**src/rtl/fetch_rr_sched_if.sv**
```systemverilog
// Scheduler-facing bundle: warp status in from CTA/IBuffer/fetch, registered grants out to fetch.
// Grants carry no ready: a grant is a one-cycle pulse that fetch must accept; flow control comes from per-warp credits returned via IBuf_Pop_IB_RR.
interface fetch_rr_sched_if;
  logic [7:0] WarpActive_CTA_RR;
  logic       Stall_IF_RR;
  logic [7:0] Flush_Warp_IF_RR;
  logic [7:0] IBuf_Pop_IB_RR;
  logic [7:0] GRT_raw_1_RR_IF;
  logic [7:0] GRT_raw_2_RR_IF;
  logic [7:0] Credit_Empty_RR;

  modport master (
    output WarpActive_CTA_RR, Stall_IF_RR, Flush_Warp_IF_RR, IBuf_Pop_IB_RR,
    input  GRT_raw_1_RR_IF, GRT_raw_2_RR_IF, Credit_Empty_RR
  );

  modport slave (
    input  WarpActive_CTA_RR, Stall_IF_RR, Flush_Warp_IF_RR, IBuf_Pop_IB_RR,
    output GRT_raw_1_RR_IF, GRT_raw_2_RR_IF, Credit_Empty_RR
  );
endinterface

```
**src/rtl/fetch_rr_sched.sv**
```systemverilog
// Dual-grant round-robin warp scheduler feeding fetch, with per-warp instruction-buffer credits.
// ptr and credit[] are the observable scheduler state; grants appear one cycle after selection.
module fetch_rr_sched #(
  parameter  int IB_DEPTH = 4,
  localparam int CW       = $clog2(IB_DEPTH + 1)
) (
  input logic             clk,
  input logic             rst,
  fetch_rr_sched_if.slave bus
);

  localparam logic [CW-1:0] FULL = CW'(IB_DEPTH);

  logic [7:0]    active, flush, pop;
  logic          stall;
  logic [2:0]    ptr, ptr_next;
  logic [CW-1:0] credit      [8];
  logic [CW-1:0] credit_next [8];
  logic [7:0]    g1, g2, g1_next, g2_next, granted_now;
  logic [7:0]    empty, empty_next, elig, full_mask;
  logic [2:0]    first_idx, second_idx, idx;
  logic          first_found, second_found;
  logic [CW:0]   sum;

  assign active = bus.WarpActive_CTA_RR;
  assign flush  = bus.Flush_Warp_IF_RR;
  assign pop    = bus.IBuf_Pop_IB_RR;
  assign stall  = bus.Stall_IF_RR;

  assign bus.GRT_raw_1_RR_IF = g1;
  assign bus.GRT_raw_2_RR_IF = g2;
  assign bus.Credit_Empty_RR = empty;

  always_comb begin
    elig      = '0;
    full_mask = '0;
    for (int i = 0; i < 8; i++) begin
      elig[i]      = active[i] && (credit[i] != '0) && !flush[i];
      full_mask[i] = (credit[i] == FULL);
    end
  end

  // Scan from ptr with wrap; the second hit after first is the next eligible warp past first.
  always_comb begin
    first_found  = 1'b0;
    second_found = 1'b0;
    first_idx    = '0;
    second_idx   = '0;
    idx          = '0;
    for (int k = 0; k < 8; k++) begin
      idx = ptr + 3'(k);
      if (elig[idx]) begin
        if (!first_found) begin
          first_found = 1'b1;
          first_idx   = idx;
        end else if (!second_found) begin
          second_found = 1'b1;
          second_idx   = idx;
        end
      end
    end
  end

  always_comb begin
    g1_next  = '0;
    g2_next  = '0;
    ptr_next = ptr;
    if (!stall) begin
      if (first_found)  g1_next = 8'b1 << first_idx;
      if (second_found) g2_next = 8'b1 << second_idx;
      if (second_found)     ptr_next = second_idx + 3'd1;
      else if (first_found) ptr_next = first_idx + 3'd1;
    end
    granted_now = g1_next | g2_next;
  end

  // A redirect refills the credits; otherwise grant consumes and pop returns, saturating at full.
  always_comb begin
    sum        = '0;
    empty_next = '0;
    for (int i = 0; i < 8; i++) begin
      sum = {1'b0, credit[i]} + {{CW{1'b0}}, pop[i]} - {{CW{1'b0}}, granted_now[i]};
      if (flush[i])
        credit_next[i] = FULL;
      else if (sum > {1'b0, FULL})
        credit_next[i] = FULL;
      else
        credit_next[i] = sum[CW-1:0];
      empty_next[i] = (credit_next[i] == '0);
    end
  end

  always_ff @(posedge clk) begin
    if (rst) begin
      ptr   <= '0;
      g1    <= '0;
      g2    <= '0;
      empty <= '0;
      for (int i = 0; i < 8; i++) credit[i] <= FULL;
    end else begin
      ptr   <= ptr_next;
      g1    <= g1_next;
      g2    <= g2_next;
      empty <= empty_next;
      for (int i = 0; i < 8; i++) credit[i] <= credit_next[i];
    end
  end

  pop_when_full: assert property (@(posedge clk) disable iff (rst)
    (pop & full_mask & ~flush) == 8'h00);

endmodule

```
**src/flat_wrapper.sv**
```systemverilog
// flat-port wrapper written by rule: the top's interface ports become plain ports
module fetch_rr_sched_flat 
#(
  parameter  int IB_DEPTH = 4,
  localparam int CW       = $clog2(IB_DEPTH + 1)
)
  (clk, rst, bus_WarpActive_CTA_RR, bus_Stall_IF_RR, bus_Flush_Warp_IF_RR, bus_IBuf_Pop_IB_RR, bus_GRT_raw_1_RR_IF, bus_GRT_raw_2_RR_IF, bus_Credit_Empty_RR);
  fetch_rr_sched_if bus_i ();
  input logic clk;
  input logic rst;
  input wire logic [$bits(bus_i.WarpActive_CTA_RR)-1:0] bus_WarpActive_CTA_RR;
  input wire logic [$bits(bus_i.Stall_IF_RR)-1:0] bus_Stall_IF_RR;
  input wire logic [$bits(bus_i.Flush_Warp_IF_RR)-1:0] bus_Flush_Warp_IF_RR;
  input wire logic [$bits(bus_i.IBuf_Pop_IB_RR)-1:0] bus_IBuf_Pop_IB_RR;
  output wire logic [$bits(bus_i.GRT_raw_1_RR_IF)-1:0] bus_GRT_raw_1_RR_IF;
  output wire logic [$bits(bus_i.GRT_raw_2_RR_IF)-1:0] bus_GRT_raw_2_RR_IF;
  output wire logic [$bits(bus_i.Credit_Empty_RR)-1:0] bus_Credit_Empty_RR;
  assign bus_i.WarpActive_CTA_RR = bus_WarpActive_CTA_RR;
  assign bus_i.Stall_IF_RR = bus_Stall_IF_RR;
  assign bus_i.Flush_Warp_IF_RR = bus_Flush_Warp_IF_RR;
  assign bus_i.IBuf_Pop_IB_RR = bus_IBuf_Pop_IB_RR;
  assign bus_GRT_raw_1_RR_IF = bus_i.GRT_raw_1_RR_IF;
  assign bus_GRT_raw_2_RR_IF = bus_i.GRT_raw_2_RR_IF;
  assign bus_Credit_Empty_RR = bus_i.Credit_Empty_RR;
  fetch_rr_sched #(.IB_DEPTH(IB_DEPTH)) u_core (.clk(clk), .rst(rst), .bus(bus_i));
endmodule
```
**config.mk**
```make
export PLATFORM = sky130hd
export DESIGN_NAME = fetch_rr_sched_flat
export DESIGN_NICKNAME = d
export VERILOG_FILES = /design/src/rtl/fetch_rr_sched_if.sv /design/src/rtl/fetch_rr_sched.sv /design/src/flat_wrapper.sv
export SDC_FILE = /design/constraint.sdc
export NUM_CORES = 1
export LEC_CHECK = 0
export ABC_AREA = 1
export CELL_PAD_IN_SITES_DETAIL_PLACEMENT = 1
export CELL_PAD_IN_SITES_GLOBAL_PLACEMENT = 1
export CORE_MARGIN = 8
export CORE_UTILIZATION = 37
export DETAILED_ROUTE_END_ITERATION = 12
export GPL_ROUTABILITY_DRIVEN = 0
export PLACE_DENSITY_LB_ADDON = 0.1
export RECOVER_POWER = 50
export SLEW_MARGIN = 20
export SYNTH_ARGS = -nofsm -noshare
export SYNTH_HDL_FRONTEND = slang
export SYNTH_SLANG_ARGS = --single-unit
export TNS_END_PERCENT = 5
```
**constraint.sdc**
```tcl
create_clock -name clk -period 4.6 [get_ports clk]
set_input_delay 1.38 -clock clk [delete_from_list [all_inputs] [get_ports clk]]
set_output_delay 1.38 -clock clk [all_outputs]
set_load 0.02 [all_outputs]
```
After elaboration in Yosys (flattened, before gate mapping). Memory sizes are Yosys's and may differ from the RTL's. Index checks and enable logic that the tools add are counted.

Register bits after elaboration: 27. Memory bits (writable): 24. Input bits: 27. Word-level logic and storage cells: 206. Memories kept: 1.

Memory list: u_core.credit (depth 8, width 3, rd ports 8, clocked after memory_dff 0, write ports 8, RTL line fetch_rr_sched.sv:17) `logic [CW-1:0] credit [8];`.

$add $sub $neg: 25. $lt $le $gt $ge: 16. Shifts and indexed selects: 2. Muxes and demuxes: 106. Bitwise gates (word level): 10. Reduce and logical (&&, ||, !) cells: 42.

Operator list (count): 3-bit two-way mux (61); 1-bit two-way mux (33); 3-bit by 1-bit adder with 4-bit output (8); 4-bit by 3-bit > comparator with 1-bit output (second input constant) (8); 3-bit by 4-bit less-than comparator with 1-bit output (second input constant) (8); 8-bit two-way mux (4); 4-bit by 1-bit subtractor with 4-bit output (8); 1-bit binary-select mux with 3-bit select (8); 3-bit logical NOT (8); 3-bit nonzero test (8); 1-bit logical AND (16); 1-bit by 3-bit left shift with 8-bit output (first input constant) (2); 3-bit adder (second input constant) (4); 3-bit by 1-bit adder with 3-bit output (second input constant) (3); 1-bit logical NOT (8); 1-bit bitwise OR (8); 8-bit bitwise OR (1); 3-bit by 2-bit adder with 3-bit output (second input constant) (2); 2-bit AND reduction (1); 2-bit nonzero test (1); 1-bit NOT (1).

Longest topological paths before layout. Gate-level depths: netlist of run 1.

Depth in word-level cells: 35. Mapped depth: 34. Gate-level depth less buffers: 32.

Worst setup path after synthesis of run 1. OpenSTA, ideal clock, no wires.

Path type: input -> register. From: input bus_WarpActive_CTA_RR[7]. To: register u_core.empty[0] (netlist: u_core.bus.Credit_Empty_RR[0]). Arrival: 4.497 ns. Required time: 4.522 ns. Path slack: 0.025 ns. Cell stages on the path: 28. Path buffers: 0. Cells stage by stage: inv_1 nor2_1 nand3_1 nand3_1 nand3_1 nand2_2 nand3_2 nand2_1 nand3_2 nand2_4 nand2_4 nor2_2 nand2_2 nand2_1 nand2_1 nand2_2 inv_2 nand2_2 o21ai_1 ha_1 inv_1 ha_1 fa_1 xor2_1 nor2_1 o21a_1 nand3_1 nor3_1.

Cells in the longest elaborated chain, start to end: 34. Elaborated cells between the ends (all ways): 87. Classes of those cells: add/sub: 1; order compare: 1; shift: 2; mux: 79; bitwise: 1; reduce/logical: 3.

RTL lines: start: declaration (RTL line flat_wrapper.sv:11) `input wire logic [$bits(bus_i.WarpActive_CTA_RR)-1:0] bus_WarpActive_CTA_RR;`; 1-bit logical AND (*) (2 in a row) (RTL line fetch_rr_sched.sv:38) `elig[i] = active[i] && (credit[i] != '0) && !flush[i];`; 1-bit binary-select mux with 3-bit select (RTL line fetch_rr_sched.sv:52) `if (elig[idx]) begin`; 1-bit two-way mux (not written as such) (RTL line fetch_rr_sched.sv:52); 1-bit two-way mux (RTL line fetch_rr_sched.sv:52); 3-bit two-way mux / 1-bit two-way mux (equally long branches) (RTL line fetch_rr_sched.sv:53) `if (!first_found) begin`; 3-bit two-way mux / 1-bit two-way mux (equally long branches) (RTL line fetch_rr_sched.sv:52); 3-bit two-way mux (RTL line fetch_rr_sched.sv:56) `end else if (!second_found) begin`; 3-bit two-way mux (RTL line fetch_rr_sched.sv:53); (+17 left out); 8-bit two-way mux (RTL line fetch_rr_sched.sv:70) `if (second_found) g2_next = 8'b1 << second_idx;`; 8-bit two-way mux (RTL line fetch_rr_sched.sv:68) `if (!stall) begin`; 8-bit bitwise OR (*) (RTL line fetch_rr_sched.sv:74) `granted_now = g1_next | g2_next;`; 4-bit by 1-bit subtractor with 4-bit output (*) (RTL line fetch_rr_sched.sv:82) `sum = {1'b0, credit[i]} + {{CW{1'b0}}, pop[i]} - {{CW{1'b0}}, granted_now[i]};`; 4-bit by 3-bit > comparator with 1-bit output (RTL line fetch_rr_sched.sv:85) `else if (sum > {1'b0, FULL})`; 3-bit two-way mux (*) (RTL line fetch_rr_sched.sv:85); 3-bit two-way mux (*) (RTL line fetch_rr_sched.sv:83) `if (flush[i])`; 3-bit logical NOT (*) (RTL line fetch_rr_sched.sv:89) `empty_next[i] = (credit_next[i] == '0);`; end signal: assignment (RTL line fetch_rr_sched.sv:104) `empty <= empty_next;`; end: declaration (RTL line fetch_rr_sched.sv:20) `logic [7:0] empty, empty_next, elig, full_mask;`.

Every way passes the cells marked *; elsewhere a longest branch is shown, timed or not. The select of a mux whose other input is x is not followed. A chain may end at the register's enable or synchronous reset.

Worst setup path in the final report of run 1.
From: input bus_Flush_Warp_IF_RR[7]. To: register u_core.empty[6] (netlist: u_core.bus.Credit_Empty_RR[6]).

Cells in the longest elaborated chain, start to end: 34. Elaborated cells between the ends (all ways): 87. Classes of those cells: add/sub: 1; order compare: 1; shift: 2; mux: 79; bitwise: 1; reduce/logical: 3.

RTL lines: start: declaration (RTL line flat_wrapper.sv:13) `input wire logic [$bits(bus_i.Flush_Warp_IF_RR)-1:0] bus_Flush_Warp_IF_RR;`; 1-bit logical NOT (*) (RTL line fetch_rr_sched.sv:38); 1-bit logical AND (*) (RTL line fetch_rr_sched.sv:38); 1-bit binary-select mux with 3-bit select (RTL line fetch_rr_sched.sv:52); 1-bit two-way mux (not written as such) (RTL line fetch_rr_sched.sv:52); 1-bit two-way mux (RTL line fetch_rr_sched.sv:52); 3-bit two-way mux / 1-bit two-way mux (equally long branches) (RTL line fetch_rr_sched.sv:53); 3-bit two-way mux / 1-bit two-way mux (equally long branches) (RTL line fetch_rr_sched.sv:52); 3-bit two-way mux (RTL line fetch_rr_sched.sv:56); (+18 left out); 8-bit two-way mux (RTL line fetch_rr_sched.sv:70); 8-bit two-way mux (RTL line fetch_rr_sched.sv:68); 8-bit bitwise OR (*) (RTL line fetch_rr_sched.sv:74); 4-bit by 1-bit subtractor with 4-bit output (*) (RTL line fetch_rr_sched.sv:82); 4-bit by 3-bit > comparator with 1-bit output (RTL line fetch_rr_sched.sv:85); 3-bit two-way mux (*) (RTL line fetch_rr_sched.sv:85); 3-bit two-way mux (*) (RTL line fetch_rr_sched.sv:83); 3-bit logical NOT (*) (RTL line fetch_rr_sched.sv:89).

Marks and branches as above.

==> results of run 1 <==
[area by class of cell]
type	count	share of cell area [%]
Clock buffer	6	1.04
Clock inverter	2	0.557
Inverter	103	5.77
Multi-Input combinational cell	409	55.8
Sequential cell	51	14.7
Tap cell	140	2.52
Timing Repair Buffer	166	19.6
[layout by cell type, fill, tap and decap left out, drive strengths merged, types with 6 or more instances in the layout]
cell type        n
buf            132
ha              37
nand2          131
a21oi           22
nor3            15
inv            104
fa               8
dfxtp           51
dlygate4sd3     21
o21ai           18
xor2            12
clkdlybuf4s50   13
nand3           71
clkbuf           6
nor2            77
[worst register-to-register path, delay by kind of cell (launching register included)]
kind                     cells  cell delay, ns
AND/OR/NAND/NOR             18            2.15
XOR/XNOR                     1            0.16
flip-flops                   1            0.44
buffers and inverters        5            0.88
adder cells (fa/ha/maj)      4            1.13
[state kept, by name, indices dropped and copies added, names as in the netlist]
name / cells
u_core.credit: 24
u_core.bus.Credit_Empty_RR: 8
u_core.bus.GRT_raw_1_RR_IF: 8
u_core.bus.GRT_raw_2_RR_IF: 8
u_core.ptr: 3
[stage by stage]
step / hold slack [ns] / setup TNS (ns) / area, µm²
final: 0.551 / -5.22 / 6960
after global routing: 0.572 / -10.59 / 6960
after CTS: 0.551 / -0.0332 / 6360
after detailed placement: 0.619 / -35.25 / 5100
after global placement: 0.613 / -32.35 / 5100
after floorplan: 0.538 / 0 / 3980
[timing repair]
item | 4_1_cts | 5_1_grt
pin swaps | 94 | 86
hold endpoints to repair | 0 | 0
resized for setup | 295 | 97
endpoints found under the setup margin | 32 | 33
setup buffers | 32 | 17
[per-layer routing]
| layer | vias up | share of wire [%] | GRT usage (%) |
|---|---|---|---|
| met2 | 161 | 55 | 41.3 |
| met1 | 2329 | 36 | 23.1 |
| met4 | 0 | 4.6 | 8.98 |
| li1 | 2127 | - | - |
| met5 | - | 0 | 0 |
| met3 | 71 | 4.3 | 3.99 |
[worst max-delay path by stage]
| stage | from | end | slack [ns] | cells after the start |
|---|---|---|---|---|
| final | bus_Flush_Warp_IF_RR[7] | u_core.bus.Credit_Empty_RR[6] | -0.30 | 28 |
| after global routing | bus_WarpActive_CTA_RR[4] | u_core.bus.Credit_Empty_RR[7] | -0.44 | 32 |
| after CTS | bus_WarpActive_CTA_RR[6] | u_core.bus.Credit_Empty_RR[2] | -0.02 | 30 |
| after detailed placement | bus_WarpActive_CTA_RR[2] | u_core.bus.Credit_Empty_RR[0] | -1.21 | 29 |
| after global placement | bus_WarpActive_CTA_RR[7] | u_core.bus.Credit_Empty_RR[0] | -1.15 | 30 |
| after floorplan | bus_WarpActive_CTA_RR[7] | u_core.bus.Credit_Empty_RR[0] | 0.02 | 28 |
[cells by family after synthesis]
kind of cell	after synthesis	share of synthesized area, %
simple gates	302	36.9
buf+inv	110	11.1
flops	51	25.7
compound gates	50	7.11
fa+ha+maj	45	15.7
xor+xnor	12	3.49
==> impl_metrics.env, run 1 <==
export IMPL_synth_top_area_share_pct=25.7
export IMPL_die_y_um=120
export IMPL_start_util_pct=37.3
export IMPL_multiInputGateArea_mm2=0.00389
export IMPL_maxSlewHeadroom_pct=64.5
export IMPL_synthTopCellsByCount="nand2_1 (113), inv_1 (89), nor2_1 (62)"
export IMPL_postCtsHoldBufs=0
export IMPL_fin_cells=877
export IMPL_fmax_ghz=0.204
export IMPL_die_area_mm2=0.0143
export IMPL_ys_ff_latch=51
export IMPL_cts_made_buffers=5
export IMPL_tightestPinTransition_ns=0.533
export IMPL_timing_final_crit_share_pct=107
export IMPL_cp_start_kind="primary input"
export IMPL_first_global_vias=4995
export IMPL_portBuffers=50
export IMPL_postSynthAreaPerCell_um2=6.97
export IMPL_grt_max_degree=22
export IMPL_grt_overflow=0
export IMPL_vias_per_cell=5.35
export IMPL_r2r_end="u_core.bus.Credit_Empty_RR[6]"
export IMPL_holdPathEnd="u_core.credit[0][11]"
export IMPL_die_x_um=120
export IMPL_holdPathStages=1
export IMPL_grtUsageTotal_pct=21.8
export IMPL_htree_levels=2
export IMPL_nets=808
export IMPL_place_inst=820
export IMPL_syn_to_final_growth_pct=75.2
export IMPL_rows=38
export IMPL_clk_pin_slew_ns=0.11
export IMPL_antenna_found_initial=0
export IMPL_dominantRegCellSynth="dfxtp_1"
export IMPL_post_drt_wl_per_cell_um=22.1
export IMPL_max_stage_delay_ns=0.36
export IMPL_cap_violations=0
export IMPL_syn_nets=642
export IMPL_crit_arrival_ns=5.17
export IMPL_fin_crit_ns=4.90
export IMPL_synth_area_mm2=0.00398
export IMPL_cts_tree="done"
export IMPL_drc=0
export IMPL_min_path_type="reg2reg"
export IMPL_setup_viol=33
export IMPL_vias=4688
export IMPL_required_ns=4.87
export IMPL_reg2reg_slack_ns=-0.21
export IMPL_regArea_mm2=0.00102
export IMPL_cpMostUsedCell="nand2_2"
export IMPL_wl_um=19400
export IMPL_r2r_start="u_core.ptr[1]"
export IMPL_crit_type="in2reg"
export IMPL_yosysMostFrequentCell="nand2_1"
export IMPL_reg2reg_depth=28
export IMPL_insertion_delay_ns=0.34
export IMPL_min_from="u_core.credit[0][11]"
export IMPL_final_util_pct=65.4
export IMPL_ys_seq_area_share_pct=25.7
export IMPL_post_dp_hpwl_um=10500
export IMPL_syn_instance_count=570
export IMPL_drt_pass1_iter_count=4
export IMPL_crit_path_end_kind="register"
export IMPL_synthArstFlopShare_pct=0
export IMPL_first_iter_violations=198
export IMPL_crit_buf_inv=6
export IMPL_coreArea_mm2=0.0107
export IMPL_rsz0062_at_grt="yes"
export IMPL_cp_top_family="simple AND/OR/NAND/NOR gates"
export IMPL_hold_viol_final=0
export IMPL_dp_slack_ns=-1.21
export IMPL_yosysWarnings=0
export IMPL_layout_drive_gt1_share_pct=54.1
export IMPL_ioPinCount=51
export IMPL_finalClockSkew_ns=0.0163
export IMPL_setup_slack_ns=-0.302
export IMPL_clock_path_buffers=2
export IMPL_yosysUniqueCellTypes=35
export IMPL_violations="setup timing"
export IMPL_synth_edf_count=0
export IMPL_root_buffer="clkbuf_8"
export IMPL_yosys_top_cells_area="dfxtp_1 (26%), ha_1 (12%), nand2_1 (11%), inv_1 (8.4%), nand3_1 (7.3%)"
export IMPL_synth_largest_area_cell="dfxtp_1"
export IMPL_diodes=0
export IMPL_cpMaxStageDelayCell="fa_2"
export IMPL_grt_pass1_wl_um=25300
export IMPL_slew_violations=0
export IMPL_cts_sinks=51
export IMPL_ant_nets=0
export IMPL_path_max_fanout=4
export IMPL_status="finished with violations"
export IMPL_fillers=1224
Power of run 1 is not shown: default switching activity piles up to over one toggle a cycle in this logic, so the estimate is an artifact.
==> run 2, diff against run 1 <==
--- a/config.mk
+++ b/config.mk
@@ -12,6 +12,7 @@
 export CORE_UTILIZATION = 37
 export DETAILED_ROUTE_END_ITERATION = 12
 export GPL_ROUTABILITY_DRIVEN = 0
+export MAX_ROUTING_LAYER = met4
 export PLACE_DENSITY_LB_ADDON = 0.1
 export RECOVER_POWER = 50
 export SLEW_MARGIN = 20
==> impl_metrics.env, run 2 (synthesis results as in run 1) <==
export IMPL_finalClockSkew_ns=0.0130
export IMPL_grtUsageTotal_pct=22.5
export IMPL_syn_to_final_growth_pct=76.6
export IMPL_r2r_start="u_core.ptr[0]"
export IMPL_setup_slack_ns=-0.354
export IMPL_htree_levels=2
export IMPL_multiInputGateArea_mm2=0.00392
export IMPL_maxSlewHeadroom_pct=66.0
export IMPL_hold_viol_final=0
export IMPL_largest_reg_flops=24
export IMPL_reg2reg_slack_ns=-0.23
export IMPL_startpoint="bus_Flush_Warp_IF_RR[7]"
export IMPL_nets=812
export IMPL_first_global_vias=4993
export IMPL_crit_type="in2reg"
export IMPL_cap_violations=0
export IMPL_first_iter_violations=238
export IMPL_layout_drive_gt1_share_pct=54.8
export IMPL_place_area_mm2=0.00510
export IMPL_portBuffers=50
export IMPL_r2r_end="u_core.credit[1][3]"
export IMPL_antenna_found_initial=0
export IMPL_path_max_fanout=4
export IMPL_min_path_type="reg2reg"
export IMPL_ant_nets=0
export IMPL_final_util_pct=65.9
export IMPL_rows=38
export IMPL_hold_ws_ns=0.557
export IMPL_slew_violations=0
export IMPL_final_common_cell="buf_4"
export IMPL_post_dp_hpwl_um=10500
export IMPL_required_ns=4.86
export IMPL_timing_final_crit_share_pct=108
export IMPL_grt_overflow=0
export IMPL_fin_crit_ns=4.95
export IMPL_postCtsHoldBufs=0
export IMPL_root_buffer="clkbuf_8"
export IMPL_regArea_mm2=0.00102
export IMPL_grt_pass1_wl_um=25400
export IMPL_cts_tree="done"
export IMPL_die_x_um=120
export IMPL_fillers=1226
export IMPL_final_cell_mix="buf_4 (112), inv_1 (68), nand2_1 (54)"
export IMPL_vias=4674
export IMPL_diodes=0
export IMPL_vias_per_cell=5.31
export IMPL_post_route_cell_area_mm2=0.00702
export IMPL_crit_path_end_kind="register"
export IMPL_post_drt_wl_per_cell_um=21.8
export IMPL_rsz0062_at_grt="yes"
export IMPL_insertion_delay_ns=0.33
export IMPL_wl_um=19200
export IMPL_ioPinCount=51
export IMPL_clk_pin_slew_ns=0.11
export IMPL_cts_sinks=51
export IMPL_die_y_um=120
export IMPL_start_util_pct=37.3
export IMPL_tightestPinTransition_ns=0.509
export IMPL_max_stage_delay_ns=0.30
export IMPL_die_area_mm2=0.0143
export IMPL_drc=0
export IMPL_reg2reg_depth=29
export IMPL_setup_viol=33
export IMPL_crit_arrival_ns=5.21
export IMPL_grt_max_degree=22
export IMPL_cpMaxStageDelayCell="ha_1"
export IMPL_timing_critical_path_to="u_core.credit[1][3]"
export IMPL_max_flop_register="u_core.credit"
export IMPL_cts_made_buffers=5
export IMPL_coreArea_mm2=0.0107
export IMPL_cp_start_kind="primary input"
export IMPL_status="finished with violations"
export IMPL_fmax_ghz=0.202
export IMPL_violations="setup timing"
export IMPL_clock_path_buffers=2
export IMPL_drt_pass1_iter_count=4
## run 2: cell count changes in the layout (fill, tap and decap cells not counted), moves of 2 or more
cell	delta
a21oi_1	+2
a21oi_2	-3
buf_6	+3
nand2_2	+2
nand2_1	-3
buf_4	+3
o21ai_2	-2
nor2_4	+2
nor2_2	-2
## run 2: metal layers
layer	share of wire, %	global-route usage (%)	vias to the layer above	routed length [µm]
met3	4.2	3.57	81	799
li1	-	-	2139	-
met5	0	-	-	0
met1	37	23.4	2296	7050
met2	53	41.6	158	10200
met4	5.6	8.51	0	1080
## run 2: layout make-up
cell class / count / share of cell area, %
Timing Repair Buffer: 170 / 19.8
Clock inverter: 2 / 0.553
Sequential cell: 51 / 14.5
Clock buffer: 6 / 1.03
Inverter: 103 / 5.72
Tap cell: 140 / 2.50
Multi-Input combinational cell: 409 / 55.9
## run 2: how the worst min path moves through the flow
| stage | startpoint | end | slack [ns] | cells past startpoint |
|---|---|---|---|---|
| finish | u_core.credit[0][11] | u_core.credit[0][11] | 0.56 | 1 |
| global route | u_core.credit[0][11] | u_core.credit[0][11] | 0.58 | 1 |
| CTS | u_core.credit[0][11] | u_core.credit[0][11] | 0.55 | 1 |
| detailed placement | u_core.credit[1][5] | u_core.credit[1][5] | 0.62 | 3 |
| global placement | u_core.credit[0][2] | u_core.credit[0][2] | 0.61 | 3 |
| floorplan | u_core.credit[0][11] | u_core.credit[0][11] | 0.54 | 1 |
## run 2: through the flow
step	worst slack, ns	TNS [ns]	std cells
after floorplan	0.0250	0	570
after global placement	-1.15	-32.35	820
after detailed placement	-1.21	-35.25	820
after CTS	-0.0179	-0.0332	860
after global routing	-0.485	-11.95	881
final	-0.354	-6.59	881
## run 2: critical path, delay by kind of cell
kind,cells,cell delay (ns)
fa+ha+maj,2,0.43
buf+inv,9,1.09
simple gates,15,1.81
compound gates,3,0.49
## run 2: what timing repair did
action | in CTS | in global routing
resized for setup | 295 | 105
setup buffers | 32 | 21
pin swaps | 94 | 91
setup endpoints to repair | 32 | 33
Power of run 2 is left out for the same reason.
==> run 3, diff against run 2 <==
--- a/config.mk
+++ b/config.mk
@@ -15,7 +15,7 @@
 export MAX_ROUTING_LAYER = met4
 export PLACE_DENSITY_LB_ADDON = 0.1
 export RECOVER_POWER = 50
-export SLEW_MARGIN = 20
+export SLEW_MARGIN = 10
 export SYNTH_ARGS = -nofsm -noshare
 export SYNTH_HDL_FRONTEND = slang
 export SYNTH_SLANG_ARGS = --single-unit
==> results of run 3 <==
No change in the layout: final DEF, timing and power equal those of run 2.
Power of run 3 is left out for the same reason.
